===== src/rtl/scan_chk_pkg.sv =====
// Shared types and helpers for the scan response checker.
//   state_t        : checker FSM states
//   bit_cnt_width  : width of a counter that must hold the values 0..ff
package scan_chk_pkg;

    typedef enum logic [1:0] {
        IDLE    = 2'd0,
        SHIFT   = 2'd1,
        CAPTURE = 2'd2,
        DONE    = 2'd3
    } state_t;

    function automatic int unsigned bit_cnt_width(input int unsigned ff);
        return $clog2(ff + 1);
    endfunction

endpackage


===== src/rtl/scan_unload_shreg.sv =====
// Serial-in unload register for one scan window.
// Bits enter at the LSB and move toward the MSB, so the first bit shifted in
// sits at the MSB once FF bits have arrived.
//   clk, rst_n : clock, async active-low reset
//   clr        : synchronous clear
//   load_clr   : clear at the start of a new window
//   shift, din : shift enable and serial data
//   data       : captured unload bits
//   count      : bits shifted since the last clear
//   full       : FF bits have been shifted
module scan_unload_shreg
    import scan_chk_pkg::*;
#(
    parameter int unsigned FF = 25,
    localparam int unsigned BCW = bit_cnt_width(FF)
) (
    input  logic           clk,
    input  logic           rst_n,
    input  logic           clr,
    input  logic           load_clr,
    input  logic           shift,
    input  logic           din,
    output logic [FF-1:0]  data,
    output logic [BCW-1:0] count,
    output logic           full
);

    localparam logic [BCW-1:0] LAST_BIT = BCW'(FF - 1);

    // Shift register, bit counter and full flag
    always_ff @(posedge clk or negedge rst_n) begin
        if (!rst_n) begin
            data  <= '0;
            count <= '0;
            full  <= 1'b0;
        end else if (clr || load_clr) begin
            data  <= '0;
            count <= '0;
            full  <= 1'b0;
        end else if (shift) begin
            // Truncating the concatenation drops the old MSB; works for FF=1 too
            data  <= FF'({data, din});
            count <= count + BCW'(1);
            full  <= (count == LAST_BIT);
        end
    end

endmodule


===== config.mk =====
export PLATFORM = sky130hd
export DESIGN_NAME = scan_unload_shreg
export DESIGN_NICKNAME = d
export VERILOG_FILES = /design/src/rtl/scan_chk_pkg.sv /design/src/rtl/scan_unload_shreg.sv
export SDC_FILE = /design/constraint.sdc
export NUM_CORES = 1
export LEC_CHECK = 0
export BUFFER_PORTS_ARGS = -buffer_cell sky130_fd_sc_hd__buf_2
export CORE_MARGIN = 8
export CORE_UTILIZATION = 45
export CTS_CLUSTER_DIAMETER = 50
export DETAILED_ROUTE_END_ITERATION = 8
export GPL_TIMING_DRIVEN = 0
export PLACE_DENSITY = 0.66
export SLEW_MARGIN = 25
export SYNTH_ARGS = -nofsm -noshare
export SYNTH_HDL_FRONTEND = slang
export SYNTH_SLANG_ARGS = --single-unit
export TNS_END_PERCENT = 30

===== constraint.sdc =====
create_clock -name clk -period 1.6 [get_ports clk]
set_input_delay 0.32 -clock clk [delete_from_list [all_inputs] [get_ports clk]]
set_output_delay 0.32 -clock clk [all_outputs]
set_load 0.03 [all_outputs]

---- After elaboration in Yosys (flattened, before gate mapping) ----
Cells that the tools add are included.
storage, ports and cells
  bits of input ports ..................... 6
  register bits ........................... 31
  word-level logic and storage cells ...... 13
operators by class
  add/sub/neg operators ................... 1
  multiplexer cells ....................... 6
  eq/ne operators ......................... 1
  reductions and logical operators ........ 2
operator list
  kind                   count
  $mux W25               2
  $mux W5                2
  $add A5 B1 Y5 const B  1
  $eq A5 B5 Y1 const B   1
  $mux W1                2
  $reduce_bool A2 Y1     1
  $logic_or A1 B1 Y1     1

---- Logic depth before layout (Yosys ltp) ----
Gate-level depths: netlist of run 1.
  depth after elaboration ................. 3
  depth in mapped cells ................... 4
  gate-level depth less buffers ........... 4

---- Least setup slack after synthesis of run 1 ----
No wires, ideal clock.
  kind .................................... register to register
  start point ............................. register count[0]
  end point ............................... register count[4]
  arrival ................................. 1.205 ns
  slack ................................... 0.271 ns
  period minus slack after synthesis ...... 1.329 ns
  cell stages (with the launch flop) ...... 4
  required time ........................... 1.475 ns
  cell sequence ........................... dfrtp_1 -> ha_1 -> nand4_1 -> mux2_2
between the ends
  word-level cells in the longest chain between the ends .. 3
RTL lines
  what                    line                     text
  from (decl)             scan_unload_shreg.sv:24  output logic [BCW-1:0] count,
  from (signal assigned)  scan_unload_shreg.sv:43  count <= count + BCW'(1);
  $add A5 B1 Y5           scan_unload_shreg.sv:43
  $mux W5                 scan_unload_shreg.sv:40  end else if (shift) begin
  $mux W5                 scan_unload_shreg.sv:36  end else if (clr || load_clr) begin
Every way passes these cells. The select of a mux whose other input is x is not followed.
A chain may end at the register's enable or synchronous reset.

---- Final worst setup path of run 1 ----
  start point ............................. register count[0]
  end point ............................... output count[0]
No word-level cell between the ends.

==> reports/qor.csv, run 1 <==
metric,value,unit
outcome,"complete, no violations",
p_per_area,781,mW/mm2
drc_errors,0,
dpl.hpwl,1.97,mm
dr.pass1.iters,3,
overflow,0,
htreeDepth,2,
ctsHoldBuffers,0,
multi_input_area,541,um2
die_area,0.00510,mm2
layout.nets,162,
area_growth,18.6,%
cts_setup_buffers,0,
cts_tree,yes,
worstSkewPairLatency,0.32,ns
p_int,977,uW
cp-end-kind,output port,
power.total,1.28,mW
port_buffers,35,
seqPwrFrac,61.6,%
syn-cell-area,0.00138,mm2
grt_max_degree,32,
syn_nets,120,
synth_cells,112,
syn_area_per_cell,12.3,um2
cp.arrival,0.99,ns
slew_headroom,54.9,%
tightest_slew,0.677,ns
pwr-share-clk,30.6,%
core-area,0.00298,mm2
cts_buffers,5,
leakage,0.897,nW
die_h,71.4,um
cp_slowest_stage_delay,0.44,ns
num-fill-cells,294,
row_count,20,
top_level_ports,37,
vdd_ir_drop_max,0.000428,V
die_w,71.4,um
swShare,23.7,%
netlist-cell-type-count,21,
slowest_stage,dfrtp_1,
hold_class,in -> async,
critical-path-top-delay-family,flip-flops,
p_sw,304,uW
yosys_warnings,0,
fin_crit,1.31,ns
grt_usage,11.6,%
yosysSeqAreaShare,56.1,%
synth_ff_type,dfrtp_1,
setup_viol,0,
antenna_left,0,
grt_pass1_vias,984,
critPathLaunchType,flip-flop,
cts.repair.resized,0,
path_cells,buf_2,
clock_skew,0.00332,ns
via_count,941,
clockRootBuffer,clkbuf_4,
antenna_found_initial,0,
period_share,82.1,%
crit_path_max_fanout,5,
holdWs,0.0262,ns
grt_pass1_wl,4.65,mm
clockBufferDepth,2,
tns,0,ns
power_frac_comb,7.8,%
synth_edf_count,0,
drv_slew,0,
cts.clk_slew.worst_paths,0.08,ns
diodes,0,
cts.sinks,31,
critPathKind,reg -> out,
drive_above_1_share,39.9,%
timing.critical_path.buf_inv,1,
seqCellArea,776,um2
detail_route.wl_per_cell,14.6,um
maxCapViolations,0,
viasPerCell,5.06,
hold_viol_final,0,
start_util,46.4,%
gp_congestion,0.720,
ys_ff_latch,31,
routed_wirelength,2.71,mm
fmax,761,MHz
grt_setup_unrepaired,false,
drt_iter0_drc,40,
async_flop_share,100,%
required,1.28,ns
## cells in the final DEF (no fill, tap or decap), types with 2 or more instances in the layout
cell | synthesis | final
nor3b_1 | 2 | 2
nor3_1 | 2 | 2
nor2_2 | 10 | 10
clkbuf_4 | 0 | 5
nor2_1 | 17 | 17
inv_1 | 3 | 3
buf_4 | 3 | 3
mux2i_1 | 26 | 26
nand4_1 | 2 | 2
ha_1 | 2 | 2
buf_6 | 2 | 2
mux2_2 | 2 | 2
dfrtp_1 | 31 | 31
buf_2 | 2 | 37
## per-layer routing
layer / vias up / track usage, % / routed length, um / part of all wire, %
li1: 460 / - / - / -
met2: 22 / 18.7 / 1290 / 48
met5: - / 0 / 0 / 0
met1: 454 / 12.5 / 1180 / 43
met4: 0 / 4.16 / 39 / 1.4
met3: 5 / 6.56 / 203 / 7.5
## kinds of logic (layout without fill, tap and decap cells)
kind of cell	count (synthesis)	in the layout	share of synthesized area (%)
AND/OR/NAND/NOR	37	37	14.2
flip-flops	31	31	56.1
multiplexers	28	28	20.5
buffers and inverters	10	51	4.80
AO/OA/AOI/OAI	3	3	1.99
adder cells (fa/ha/maj)	2	2	1.81
XOR/XNOR	1	1	0.634
## power by group through the flow
stage	Clock [mW]	Combinational (mW)	Sequential, mW
floorplan	0	0.0597	0.810
global placement	0	0.100	0.804
detailed placement	0	0.102	0.804
CTS	0.414	0.102	0.789
global route	0.441	0.112	0.790
finish	0.392	0.0993	0.789
## registers in the layout (all words and copies together), names as in the netlist
register and cells:
data 25, full 1, count 5
## path summary, 6_finish.rpt
path	start	slack, ns	to	cells after the start
max	count[0]	0.29	count[0]	1
max reg2reg	count[0]	0.35	count[4]	3
min	rst_n	0.03	data[13]	1
min reg2reg	data[24]	0.54	data[24]	2
min in group clk	din	0.25	data[0]	3
max in group asynchronous	rst_n	1.14	count[3]	1
## synth_stat cells, types with 3 or more instances
master	count	share of area, %
dfrtp_1	31	56
inv_1	3	0.81
nor2_2	10	4.5
nor2_1	17	4.6
buf_4	3	1.6
mux2i_1	26	19
## per-stage QoR
stage | area, um2 | utilization, % | instances | setup WS [ns]
6_report | 1640 | 55.1 | 186 | 0.287
5_1_grt | 1640 | 55.1 | 186 | 0.234
4_1_cts | 1640 | 55.1 | 186 | 0.273
3_5_place_dp | 1600 | 53.7 | 180 | 0.367
3_3_place_gp | 1600 | 53.7 | 180 | 0.382
2_1_floorplan | 1380 | - | 112 | 0.271
## layout make-up
type	count	share of cell area, %
Sequential cell	31	47.3
Multi-Input combinational cell	71	33.0
Timing Repair Buffer	35	10.7
Buffer	7	3.36
Clock buffer	6	2.52
Tap cell	33	2.52
Inverter	3	0.687
Power figures use the tool's default switching activity.
==> inputs of run 2 (changes only) <==
--- a/config.mk
+++ b/config.mk
@@ -11,7 +11,7 @@
 export CTS_CLUSTER_DIAMETER = 50
 export DETAILED_ROUTE_END_ITERATION = 8
 export GPL_TIMING_DRIVEN = 0
-export PLACE_DENSITY = 0.66
+export PLACE_DENSITY = 0.69
 export SLEW_MARGIN = 25
 export SYNTH_ARGS = -nofsm -noshare
 export SYNTH_HDL_FRONTEND = slang
==> constraint.sdc (replaced) <==
create_clock -name clk -period 1.1 [get_ports clk]
set_input_delay 0.22 -clock clk [delete_from_list [all_inputs] [get_ports clk]]
set_output_delay 0.22 -clock clk [all_outputs]
set_load 0.03 [all_outputs]
==> reports/qor.csv, run 2 (synthesis results as in run 1) <==
metric,value,unit,change
drive_above_1_share,45.1,%,+5.3 points
timing.critical_path.buf_inv,1,,unchanged
cp-end-kind,output port,,
final_common_cell,buf_6,,
gp_congestion,0.708,,-1.7%
grt_use_met2,20.8,%,+2.1 points
final_cell_mix,"35 x buf_6, 29 x dfrtp_1, 26 x mux2i_1",,
cts_tree,yes,,
drt_iter0_drc,49,,+23%
critPathKind,reg -> out,,
drv_slew,0,,unchanged
cp_slowest_stage_delay,0.47,ns,+0.03 ns
regMostFlops,data,,
layout.nets,171,,+5.6%
die_w,71.4,um,unchanged
grt_busiest_layer,met2,,
seqPwrFrac,59.6,%,-2.0 points
crit_path_start,count[0],,
power_frac_comb,8.2,%,+0.4 points
largest_reg_flops,25,,unchanged
use_met1,13.0,%,+0.48 points
pwr-share-clk,32.2,%,+1.6 points
clock_skew,0.00616,ns,+0.00284 ns
reg_top3,"data (25), count (5), full (1)",,
drc_errors,0,,unchanged
num-fill-cells,236,,-20%
clockRootBuffer,clkbuf_4,,
vdd_ir_drop_max,0.000772,V,+80%
core-area,0.00298,mm2,unchanged
required,0.88,ns,-0.40 ns
dpl.hpwl,1.94,mm,-1.5%
top_level_ports,37,,unchanged
path_cells,buf_6,,
period_share,106,%,
violations,negative setup slack,,
hold_viol_final,0,,unchanged
cp.arrival,0.94,ns,-0.05 ns
fin_crit,1.16,ns,
crit_path_max_fanout,5,,unchanged
maxCapViolations,0,,unchanged
grt_usage,12.4,%,+0.76 points
clockBufferDepth,2,,unchanged
leakage,0.971,nW,+8.3%
antenna_found_initial,0,,unchanged
fmax,859,MHz,
antenna_left,0,,unchanged
die_area,0.00510,mm2,unchanged
outcome,finished with violations,,
grt_pass1_vias,1088,,+11%
cts.sinks,31,,unchanged
swShare,24.6,%,+0.86 points
start_util,46.4,%,unchanged
hold_class,in -> reg,,
setup_viol,25,,+25
slowest_stage,dfrtp_2,,
slew_headroom,72.1,%,+17 points
via_count,989,,+5.1%
tightest_slew,0.419,ns,-0.258 ns
dr.pass1.iters,2,,-1
critPathLaunchType,flip-flop,,
min_from,din,,
fin_ws,-0.0635,ns,-0.350 ns
diodes,0,,unchanged
port_buffers,35,,unchanged
overflow,0,,unchanged
pre_cts_slack,-0.0608,ns,-0.427 ns
cts.clk_slew.worst_paths,0.09,ns,about the same
grt_setup_unrepaired,true,,
tns,-0.368,ns,-0.368 ns
htreeDepth,2,,unchanged
p_int,1.45,mW,+49%
final_util,65.5,%,+10 points
grt_max_degree,32,,unchanged
grt_pass1_wl,4.97,mm,+6.8%
critical-path-top-delay-family,flip-flops,,
worstSkewPairLatency,0.33,ns,about the same
cts_buffers,5,,unchanged
reg2reg_from,count[0],,
p_sw,474,uW,+56%
viasPerCell,5.02,,-0.77%
p_per_area,989,mW/mm2,+27%
area_growth,41.0,%,
die_h,71.4,um,unchanged
routed_wirelength,2.86,mm,+5.6%
detail_route.wl_per_cell,14.5,um,-0.26%
row_count,20,,unchanged
gr-usage-met3,6.42,%,-0.14 points
run 2: cell types whose count changed in the layout (fill, tap and decap cells not counted), moves of 2 or more:
cell	delta
buf_2	-32
mux2_2	-2
buf_6	+33
buf_4	+6
mux2_4	+2
dfrtp_1	-2
dfrtp_2	+2
run 2: metrics by stage:
stage               cell area (um2)  hold slack [ns]  power, mW  cells
floorplan                      1400          -0.0756       1.27    112
global placement               1620            0.293       1.32    180
detailed placement             1620            0.299       1.32    180
CTS                            1940            0.130       1.96    197
global route                   1950            0.140       2.02    197
finish                         1950            0.149       1.93    197
run 2: metal layers:
layer | share of wire [%] | routed length (um)
met5 | 0 | 0
met1 | 42 | 1210
met4 | 1.3 | 38
met3 | 6.9 | 197
met2 | 50 | 1420
run 2: power groups by stage:
stage / combinational, mW / sequential (mW) / clock (mW)
after global routing: 0.175 / 1.15 / 0.694
after CTS: 0.160 / 1.15 / 0.651
after floorplan: 0.0870 / 1.18 / 0
after detailed placement: 0.148 / 1.17 / 0
final: 0.157 / 1.15 / 0.621
after global placement: 0.146 / 1.17 / 0
run 2: layout make-up:
cell class                 instances  area (um2)  share of cell area, %
clock inverter                     1        5.00                  0.257
timing repair buffer              44         449                   23.0
multi-input combinational         71         564                   28.9
tap                               33        41.3                   2.12
inverter                           3        11.3                  0.578
clock buffer                       7        45.0                   2.31
sequential                        31         778                   39.9
buffer                             7        55.1                   2.82
run 2: final timing paths:
check                      endpoint  depth (start not counted)  slack [ns]
setup / recovery           count[0]                          1       -0.06
hold / removal              data[0]                          3        0.15
setup reg to reg           count[4]                          3       -0.04
hold reg to reg            data[24]                          2        0.55
max in group asynchronous  count[1]                          2        0.40
min in group asynchronous   data[1]                          2        0.38
run 2: timing repair:
action,in CTS,in global routing
resized for setup,63,4
endpoints found under the setup margin,32,38
buffers inserted,8,0
endpoints found under the hold margin,31,0
pin swaps,2,0
hold buffers,1,0
run 2: worst register-to-register path, stage by stage (launching register included):
cell and delay, ns:
dfrtp_2 0.47, ha_4 0.18, nand4_1 0.09, mux2_4 0.30
